## config.mk

```make
export PLATFORM = sky130hd
export DESIGN_NAME = time_entry
export DESIGN_NICKNAME = d
export VERILOG_FILES = /design/src/rtl/time_entry.sv
export SDC_FILE = /design/constraint.sdc
export NUM_CORES = 1
export LEC_CHECK = 0
export ABC_CLOCK_PERIOD_IN_PS = 3550
export BUFFER_PORTS_ARGS = -buffer_cell sky130_fd_sc_hd__buf_2
export CAP_MARGIN = 20
export CORE_MARGIN = 5
export CORE_UTILIZATION = 44
export CTS_CLUSTER_SIZE = 8
export DETAILED_ROUTE_END_ITERATION = 8
export PLACE_DENSITY_LB_ADDON = 0.2
export SLEW_MARGIN = 10
export SYNTH_ARGS = -nofsm -noshare
export SYNTH_HDL_FRONTEND = slang
export SYNTH_SLANG_ARGS = --single-unit
export TNS_END_PERCENT = 20
```

## constraint.sdc

```tcl
create_clock -name clk -period 3.55 [get_ports clk]
set_input_delay 0.71 -clock clk [delete_from_list [all_inputs] [get_ports clk]]
set_output_delay 0.71 -clock clk [all_outputs]
set_load 0.03 [all_outputs]
```

## src/rtl/time_entry.sv

```systemverilog
// Button-driven MM:SS time-entry block: conditions four raw buttons, edits one BCD
// digit at a time under a blinking cursor, and strobes the entered time to the counter.
module time_entry #(
    parameter int DEBOUNCE_CYCLES = 250000,
    parameter int BLINK_HALF      = 12500000
) (
    input  logic       clk,
    input  logic       reset,
    input  logic       btn_sel,
    input  logic       btn_inc,
    input  logic       btn_dec,
    input  logic       btn_load,
    input  logic       run_busy,
    output logic [3:0] min_10,
    output logic [3:0] min_1,
    output logic [3:0] sec_10,
    output logic [3:0] sec_1,
    output logic [1:0] cursor,
    output logic [3:0] blink_mask,
    output logic       load,
    output logic       zero_err
);

    localparam int DBW = $clog2(DEBOUNCE_CYCLES + 1);
    localparam int BKW = $clog2(BLINK_HALF + 1);
    localparam logic [DBW-1:0] DB_LAST = DBW'(DEBOUNCE_CYCLES - 1);
    localparam logic [BKW-1:0] BK_LAST = BKW'(BLINK_HALF - 1);

    localparam int B_SEL  = 0;
    localparam int B_INC  = 1;
    localparam int B_DEC  = 2;
    localparam int B_LOAD = 3;

    typedef enum logic [1:0] {
        EDIT = 2'd0,
        LOAD = 2'd1,
        LOCK = 2'd2
    } state_t;

    state_t state, state_nx;

    logic [3:0]     btn_raw;
    logic [3:0]     sync1, sync2;
    logic [3:0]     stable, stable_d;
    logic [3:0]     evt;
    logic [DBW-1:0] db_cnt [4];

    logic [3:0]     dig [4];
    logic [3:0]     dig_lim;
    logic           all_zero;
    logic           edit_ok;
    logic [1:0]     lock_cnt;
    logic           busy_seen;

    logic [BKW-1:0] blink_cnt;
    logic           phase;

    assign btn_raw = {btn_load, btn_dec, btn_inc, btn_sel};

    // Sync, debounce and edge-detect. The counter only runs while the synced level
    // disagrees with the accepted level, so any bounce back restarts it.
    always_ff @(posedge clk) begin
        if (!reset) begin
            sync1    <= '0;
            sync2    <= '0;
            stable   <= '0;
            stable_d <= '0;
            evt      <= '0;
            // NOTE: this array is four small counters, not a RAM, so it is reset
            // like any other state; a real memory would be left unreset.
            for (int i = 0; i < 4; i++) db_cnt[i] <= '0;
        end else begin
            // NOTE: every register here is assigned with <=, so all of them sample
            // the values from before this edge regardless of statement order.
            sync1    <= btn_raw;
            sync2    <= sync1;
            stable_d <= stable;
            evt      <= stable & ~stable_d;
            for (int i = 0; i < 4; i++) begin
                if (sync2[i] == stable[i]) begin
                    db_cnt[i] <= '0;
                end else if (db_cnt[i] == DB_LAST) begin
                    stable[i] <= sync2[i];
                    db_cnt[i] <= '0;
                end else begin
                    db_cnt[i] <= db_cnt[i] + 1'b1;
                end
            end
        end
    end

    assign all_zero = ((dig[0] | dig[1] | dig[2] | dig[3]) == 4'd0);
    assign edit_ok  = (state == EDIT) && !run_busy;
    assign dig_lim  = cursor[0] ? 4'd5 : 4'd9;

    always_ff @(posedge clk) begin
        if (!reset) state <= EDIT;
        else        state <= state_nx;
    end

    always_comb begin
        // NOTE: defaults first so no path through the case leaves a signal
        // unassigned, which would otherwise infer a latch.
        state_nx = state;
        load     = 1'b0;
        case (state)
            EDIT: begin
                if (edit_ok && evt[B_LOAD] && !all_zero) state_nx = LOAD;
            end
            LOAD: begin
                load     = 1'b1;
                state_nx = LOCK;
            end
            LOCK: begin
                if (!run_busy && (busy_seen || lock_cnt == 2'd3)) state_nx = EDIT;
            end
            default: state_nx = EDIT;
        endcase
    end

    // Digit/cursor editing and LOCK bookkeeping. Load outranks sel, sel outranks
    // inc, inc outranks dec; lower-priority events in the same cycle are dropped.
    always_ff @(posedge clk) begin
        if (!reset) begin
            for (int i = 0; i < 4; i++) dig[i] <= 4'd0;
            cursor    <= 2'd0;
            zero_err  <= 1'b0;
            lock_cnt  <= 2'd0;
            busy_seen <= 1'b0;
        end else begin
            zero_err <= 1'b0;
            if (state == LOCK) begin
                lock_cnt <= lock_cnt + 2'd1;
                if (run_busy) busy_seen <= 1'b1;
            end else begin
                lock_cnt  <= 2'd0;
                busy_seen <= 1'b0;
            end
            if (edit_ok) begin
                if (evt[B_LOAD]) begin
                    zero_err <= all_zero;
                end else if (evt[B_SEL]) begin
                    cursor <= cursor + 2'd1;
                end else if (evt[B_INC]) begin
                    dig[cursor] <= (dig[cursor] >= dig_lim) ? 4'd0 : dig[cursor] + 4'd1;
                end else if (evt[B_DEC]) begin
                    dig[cursor] <= (dig[cursor] == 4'd0 || dig[cursor] > dig_lim)
                                   ? dig_lim : dig[cursor] - 4'd1;
                end
            end
        end
    end

    // Blink phase restarts visible on any edit-type event so the digit never
    // vanishes right after the user touches it.
    always_ff @(posedge clk) begin
        if (!reset) begin
            blink_cnt  <= '0;
            phase      <= 1'b0;
            blink_mask <= 4'd0;
        end else begin
            if (|evt[B_DEC:B_SEL]) begin
                blink_cnt <= '0;
                phase     <= 1'b0;
            end else if (blink_cnt == BK_LAST) begin
                blink_cnt <= '0;
                phase     <= ~phase;
            end else begin
                blink_cnt <= blink_cnt + 1'b1;
            end
            blink_mask <= (state == EDIT && phase) ? (4'b0001 << cursor) : 4'b0000;
        end
    end

    assign sec_1  = dig[0];
    assign sec_10 = dig[1];
    assign min_1  = dig[2];
    assign min_10 = dig[3];

endmodule
```

== Word level (Yosys, flattened, before mapping) ==
Memory sizes are Yosys's and may differ from the RTL's. A register that Yosys moved wholly into a read port is not among the register bits.
Index checks and enable logic that the tools add are counted.

* Register bits after elaboration: 57
* Latch bits: 0
* Bits in writable memories: 88
* ROM bits: 0
* Input bits: 7
* Output and inout port bits: 24
* Word-level logic and storage cells: 176
* Memories kept: 2

{| class="wikitable"
|+ Memories
! memory !! depth !! width !! rd ports !! clocked after memory_dff !! wr ports !! line !! source
|-
| db_cnt || 4 || 18 || 4 || 0 || 4 || 46 || <nowiki>logic [DBW-1:0] db_cnt [4];</nowiki>
|-
| dig || 4 || 4 || 5 || 1 || 4 || 48 || <nowiki>logic [3:0] dig [4];</nowiki>
|}

* Add/subtract/negate cells: 9
* Multipliers: 0
* Divide/modulo/power cells: 0
* Order comparisons: 2
* Eq/ne operators: 14
* Shift operators: 1
* Mux-type cells: 83
* Bitwise logic cells: 25
* Reductions and logical operators: 24

{| class="wikitable"
|+ Operators with widths
! kind !! count
|-
| 2-to-1 mux 18 bit || 12
|-
| adder 18 x 1 -> 18 bit, second input constant || 4
|-
| equality test 18 bit, second input constant || 4
|-
| 2-to-1 mux 1 bit || 60
|-
| adder 24 x 1 -> 24 bit, second input constant || 1
|-
| equality test 24 bit, second input constant || 1
|-
| 2-to-1 mux 4 bit || 5
|-
| AND reduction 2 bit || 7
|-
| bitwise OR 1 bit || 13
|-
| bitwise OR 4 bit || 3
|-
| 2-to-1 mux 2 bit || 5
|-
| logical NOT 4 bit || 2
|-
| OR reduction 4 bit || 2
|-
| inverter 1 bit || 7
|-
| one-hot mux 2 bit (3 select lines) || 1
|-
| AND reduction 3 bit || 2
|-
| logical AND 1 bit || 5
|-
| OR reduction 5 bit || 1
|-
| adder 2 x 1 -> 2 bit, second input constant || 2
|-
| adder 4 x 1 -> 4 bit, second input constant || 1
|-
| bitwise AND 4 bit || 1
|-
| equality test 1 bit || 4
|-
| equality test 2 bit, second input constant || 2
|-
| greater-or-equal comparator 4 bit || 1
|-
| 10 further kinds || 12
|}

== Logic depth before layout (Yosys ltp) ==
* Word-level depth: 10
* Mapped depth: 9
* Depth with buffers taken out: 9

== Least setup slack after synthesis ==
Ideal clock, no wire load.

* Kind: register -> register
* From: memory dig[3][2]
* To: memory dig[0][3], data pin
* Setup time: 0.261 ns
* Arrival: 2.413 ns
* Required time: 3.289 ns
* Path slack: 0.877 ns
* Stages on the path, launching flop included: 9
* Buffers on the path: 0
* Period minus slack after synthesis: 2.673 ns
* Path through: edfxtp_1 mux4_2 ha_1 nor2b_1 o21ai_0 a32o_1 o2111ai_1 a31oi_2 nor2_1

{| class="wikitable"
|+ RTL lines
! element !! line
|-
| start: declaration || 48
|}

==> impl_metrics.csv <==
group,metric,value,unit
critical_path,rrSetupSlack,0.58,ns
logic_synthesis,syn_inst,670,
power,power.leakage,0.00305,µW
clocking,clock_latency,0.42,ns
critical_path,cp-endpoint,"dig[2][0]$_SDFFCE_PN0P_",
drt,drtAntennaViolNets,0,
clocking,clockBufferDepth,2,
logic_synthesis,synth_edf_count,88,
clocking,hold_buffers,0,
sta,period_needed,2.97,ns
drt,wl,12500,µm
logic_synthesis,avgSynthCellArea,10.4,µm²
critical_path,worstSetupStartpointType,"flip-flop",
floorplanning,coreArea,0.0157,mm²
logic_synthesis,synth_warnings,0,
global_routing,grt_pass1_wl,21800,µm
status,outcome,"completed",
placement,hpwl,9030,µm
floorplanning,io_pins,31,
clocking,clock_tree.root_cell,"clkbuf_16",
logic_synthesis,synth_top_flop_cell,"edfxtp_1",
clocking,clock-sinks,147,
sta,relSlewSlack,54.2,%
floorplanning,die_y,136,µm
clocking,cts_setup_buffers,0,
clocking,htreeDepth,4,
global_routing,grt_pass1_vias,4917,
critical_path,path_buf_inv,1,
drt,vias_per_cell,4.84,
sta,rsz0062_at_grt,"no",
cells_and_area,area_growth,18.4,%
critical_path,cpLargestDelayFamily,"compound AO/OA/AOI/OAI gates",
drt,vias,4878,
global_routing,grt_max_degree,33,
min_path,hp-class,"flip-flop to flip-flop",
sta,worst-slew-pin-transition,0.682,ns
critical_path,crit_path_max_fanout,7,
drt,routedWlPerCell,12.4,µm
cells_and_area,nets,796,
placement,io_buffers,30,
global_routing,track_usage,14.7,%
clocking,cts_tree,"yes",
floorplanning,die_width,136,µm
critical_path,cp_cell_sequence,"mux4_1 -> inv_1 -> ha_1 -> nor2b_1 -> o21ai_0 -> a32o_1 -> a21oi_1 -> o21ai_0 -> nor2_1",
placement,place_congestion,0.933,
logic_synthesis,synth_area,0.00698,mm²
critical_path,critPathRequiredTime,3.71,ns
critical_path,path_depth,9,
sta,fmax,336,MHz
sta,skew,0.00608,ns
power,power_density,490,mW/mm²
logic_synthesis,synth-seq-cells,147,
floorplanning,die-area,0.0185,mm²
run,maxCapViolations,0,
sta,period_share,83.7,%
global_routing,antenna_found_initial,0,
logic_synthesis,ys_async_sr_fraction,0,%
sta,fin_setup_tns,0,ns
critical_path,r2r_cells,9,
sta,setup_ws,0.578,ns
sta,finalSetupViolCount,0,
logic_synthesis,synth.distinct_cells,50,
clocking,numCtsBuffers,17,
drt,drc,0,
logic_synthesis,synth-seq-area-share,54.8,%
global_routing,gr-total-overflow,0,
cells_and_area,diodes,0,
cells_and_area,fin_util,52.6,%
critical_path,cp.arrival,3.13,ns
drt,first_pass_iters,4,
power,vdd_ir_drop_max,0.355,mV
cells_and_area,drive_gt1_share,9.73,%
sta,finalHoldViolations,0,
critical_path,crit_top_cell,"o21ai_0",
floorplanning,initial_core_util,44.4,%
sta,slew_viol_final,0,
critical_path,slowest_delay,0.67,ns
clocking,cts_resized,0,
critical_path,timing.rr.end,"dig[2][0]$_SDFFCE_PN0P_",
placement,preCtsSetupSlack,0.644,ns
critical_path,critPathKind,"flip-flop to flip-flop",
critical_path,worstSetupEndpointType,"flip-flop",
floorplanning,rows,46,
critical_path,cpMaxStageDelayCell,"mux4_1",
drt,initialDrtViolationCount,217,
clocking,clkTransAtPathRegs,0.06,ns
[area by class of cell]
| class | count | area [µm²] |
|---|---|---|
| clock buffers | 18 | 429 |
| repair buffers | 31 | 158 |
| fillers | 1448 | 7440 |
| flip-flops and latches | 147 | 3820 |
| clock inverters | 14 | 234 |
| inverters | 18 | 67.6 |
| well taps | 216 | 270 |
| multi-input cells | 563 | 3290 |
[per-layer routing]
metal	share of wire, %	routed length (µm)	GRT usage, %
met1	44	5460	17.4
met2	50	6270	25.6
met3	4.1	509	3.52
met4	1.8	221	6.61
met5	0	0	0
[cells in the mapped netlist, types with 6 or more instances]
master / instances / share of area, %
xor2_1: 51 / 6.4
nand2_1: 55 / 3.0
and3_1: 9 / 0.81
nor3_1: 14 / 1.0
o21ai_0: 10 / 0.72
nor2_1: 138 / 7.4
edfxtp_1: 88 / 38
nand3_1: 30 / 2.2
nor4_1: 12 / 1.1
and2_1: 18 / 1.6
clkbuf_1: 6 / 0.32
inv_1: 18 / 0.97
a21oi_1: 10 / 0.72
nor2b_1: 13 / 1.2
dfxtp_1: 59 / 17
ha_1: 11 / 2.0
and4_1: 6 / 0.75
nand4_1: 23 / 2.1
xnor2_1: 40 / 5.0
[cells by family after synthesis]
group | after synthesis | synth area share [%]
AND/OR/NAND/NOR | 352 | 25.3
flip-flops | 147 | 54.8
XOR/XNOR | 91 | 11.4
buffers and inverters | 31 | 1.97
AO/OA/AOI/OAI | 29 | 2.60
adder cells (fa/ha/maj) | 11 | 1.97
multiplexers | 8 | 1.97
other | 1 | 0.0537
[state kept, by name, indices dropped and copies added, names as in the netlist, named ones only]
| name | count |
|---|---|
| blink_cnt | 24 |
| blink_mask | 4 |
| busy_seen | 1 |
| cursor | 2 |
| db_cnt | 72 |
| dig | 16 |
| evt | 4 |
| lock_cnt | 2 |
| phase | 1 |
| stable | 4 |
| stable_d | 4 |
| state | 2 |
| sync1 | 4 |
| sync2 | 4 |
| zero_err | 1 |
[report_power, final]
group          switching, µW  leakage [µW]  internal, µW
logic                   89.0       0.00135          51.5
registers               46.1       0.00139          1860
clock network            694      0.000312          1310
total                    829       0.00305          3220
[worst min path at each step]
stage | slack, ns | startpoint | cells after the start | end
6_report | 0.38 | stable_d[1]$_SDFF_PN0_ | 1 | evt[1]$_SDFF_PN0_
5_1_grt | 0.39 | stable_d[1]$_SDFF_PN0_ | 1 | evt[1]$_SDFF_PN0_
4_1_cts | 0.38 | stable_d[1]$_SDFF_PN0_ | 1 | evt[1]$_SDFF_PN0_
3_5_place_dp | 0.37 | stable_d[1]$_SDFF_PN0_ | 1 | evt[1]$_SDFF_PN0_
3_3_place_gp | 0.37 | stable_d[1]$_SDFF_PN0_ | 1 | evt[1]$_SDFF_PN0_
2_1_floorplan | 0.37 | stable_d[0]$_SDFF_PN0_ | 1 | evt[0]$_SDFF_PN0_
[cell usage in the layout, fill, tap and decap left out, types with 3 or more instances in the layout]
| cell type | netlist | final |
|---|---|---|
| edfxtp_1 | 88 | 88 |
| clkinv_2 | 0 | 3 |
| clkinvlp_4 | 0 | 4 |
| o21ai_0 | 10 | 10 |
| inv_1 | 18 | 18 |
| dfxtp_1 | 59 | 59 |
| nand3_1 | 30 | 30 |
| a21oi_1 | 10 | 10 |
| bufinv_16 | 0 | 6 |
| mux2i_1 | 4 | 4 |
| buf_2 | 2 | 30 |
| nor4_1 | 12 | 12 |
| and4_1 | 6 | 6 |
| conb_1 | 1 | 72 |
| ha_1 | 11 | 11 |
| nand2_1 | 55 | 55 |
| nor2b_1 | 13 | 13 |
| nor2_1 | 138 | 138 |
| nor3_1 | 14 | 14 |
| nand3_2 | 3 | 3 |
| clkbuf_16 | 0 | 17 |
| nand4b_1 | 3 | 3 |
| xnor2_1 | 40 | 40 |
| nand4_1 | 23 | 23 |
| xor2_1 | 51 | 51 |
| or3_1 | 5 | 5 |
| and2_1 | 18 | 18 |
| and3_1 | 9 | 9 |
| nand2b_1 | 4 | 4 |
| or4b_1 | 4 | 4 |
[stage by stage]
step	total power [µW]	area, µm²	hold WS, ns	cells
floorplan	2040	7250	0.367	741
global placement	2070	7610	0.373	975
detailed placement	2080	7610	0.371	975
CTS	4090	8270	0.379	1007
global route	4190	8270	0.393	1007
finish	4050	8270	0.380	1007
Power figures use the tool's default switching activity.
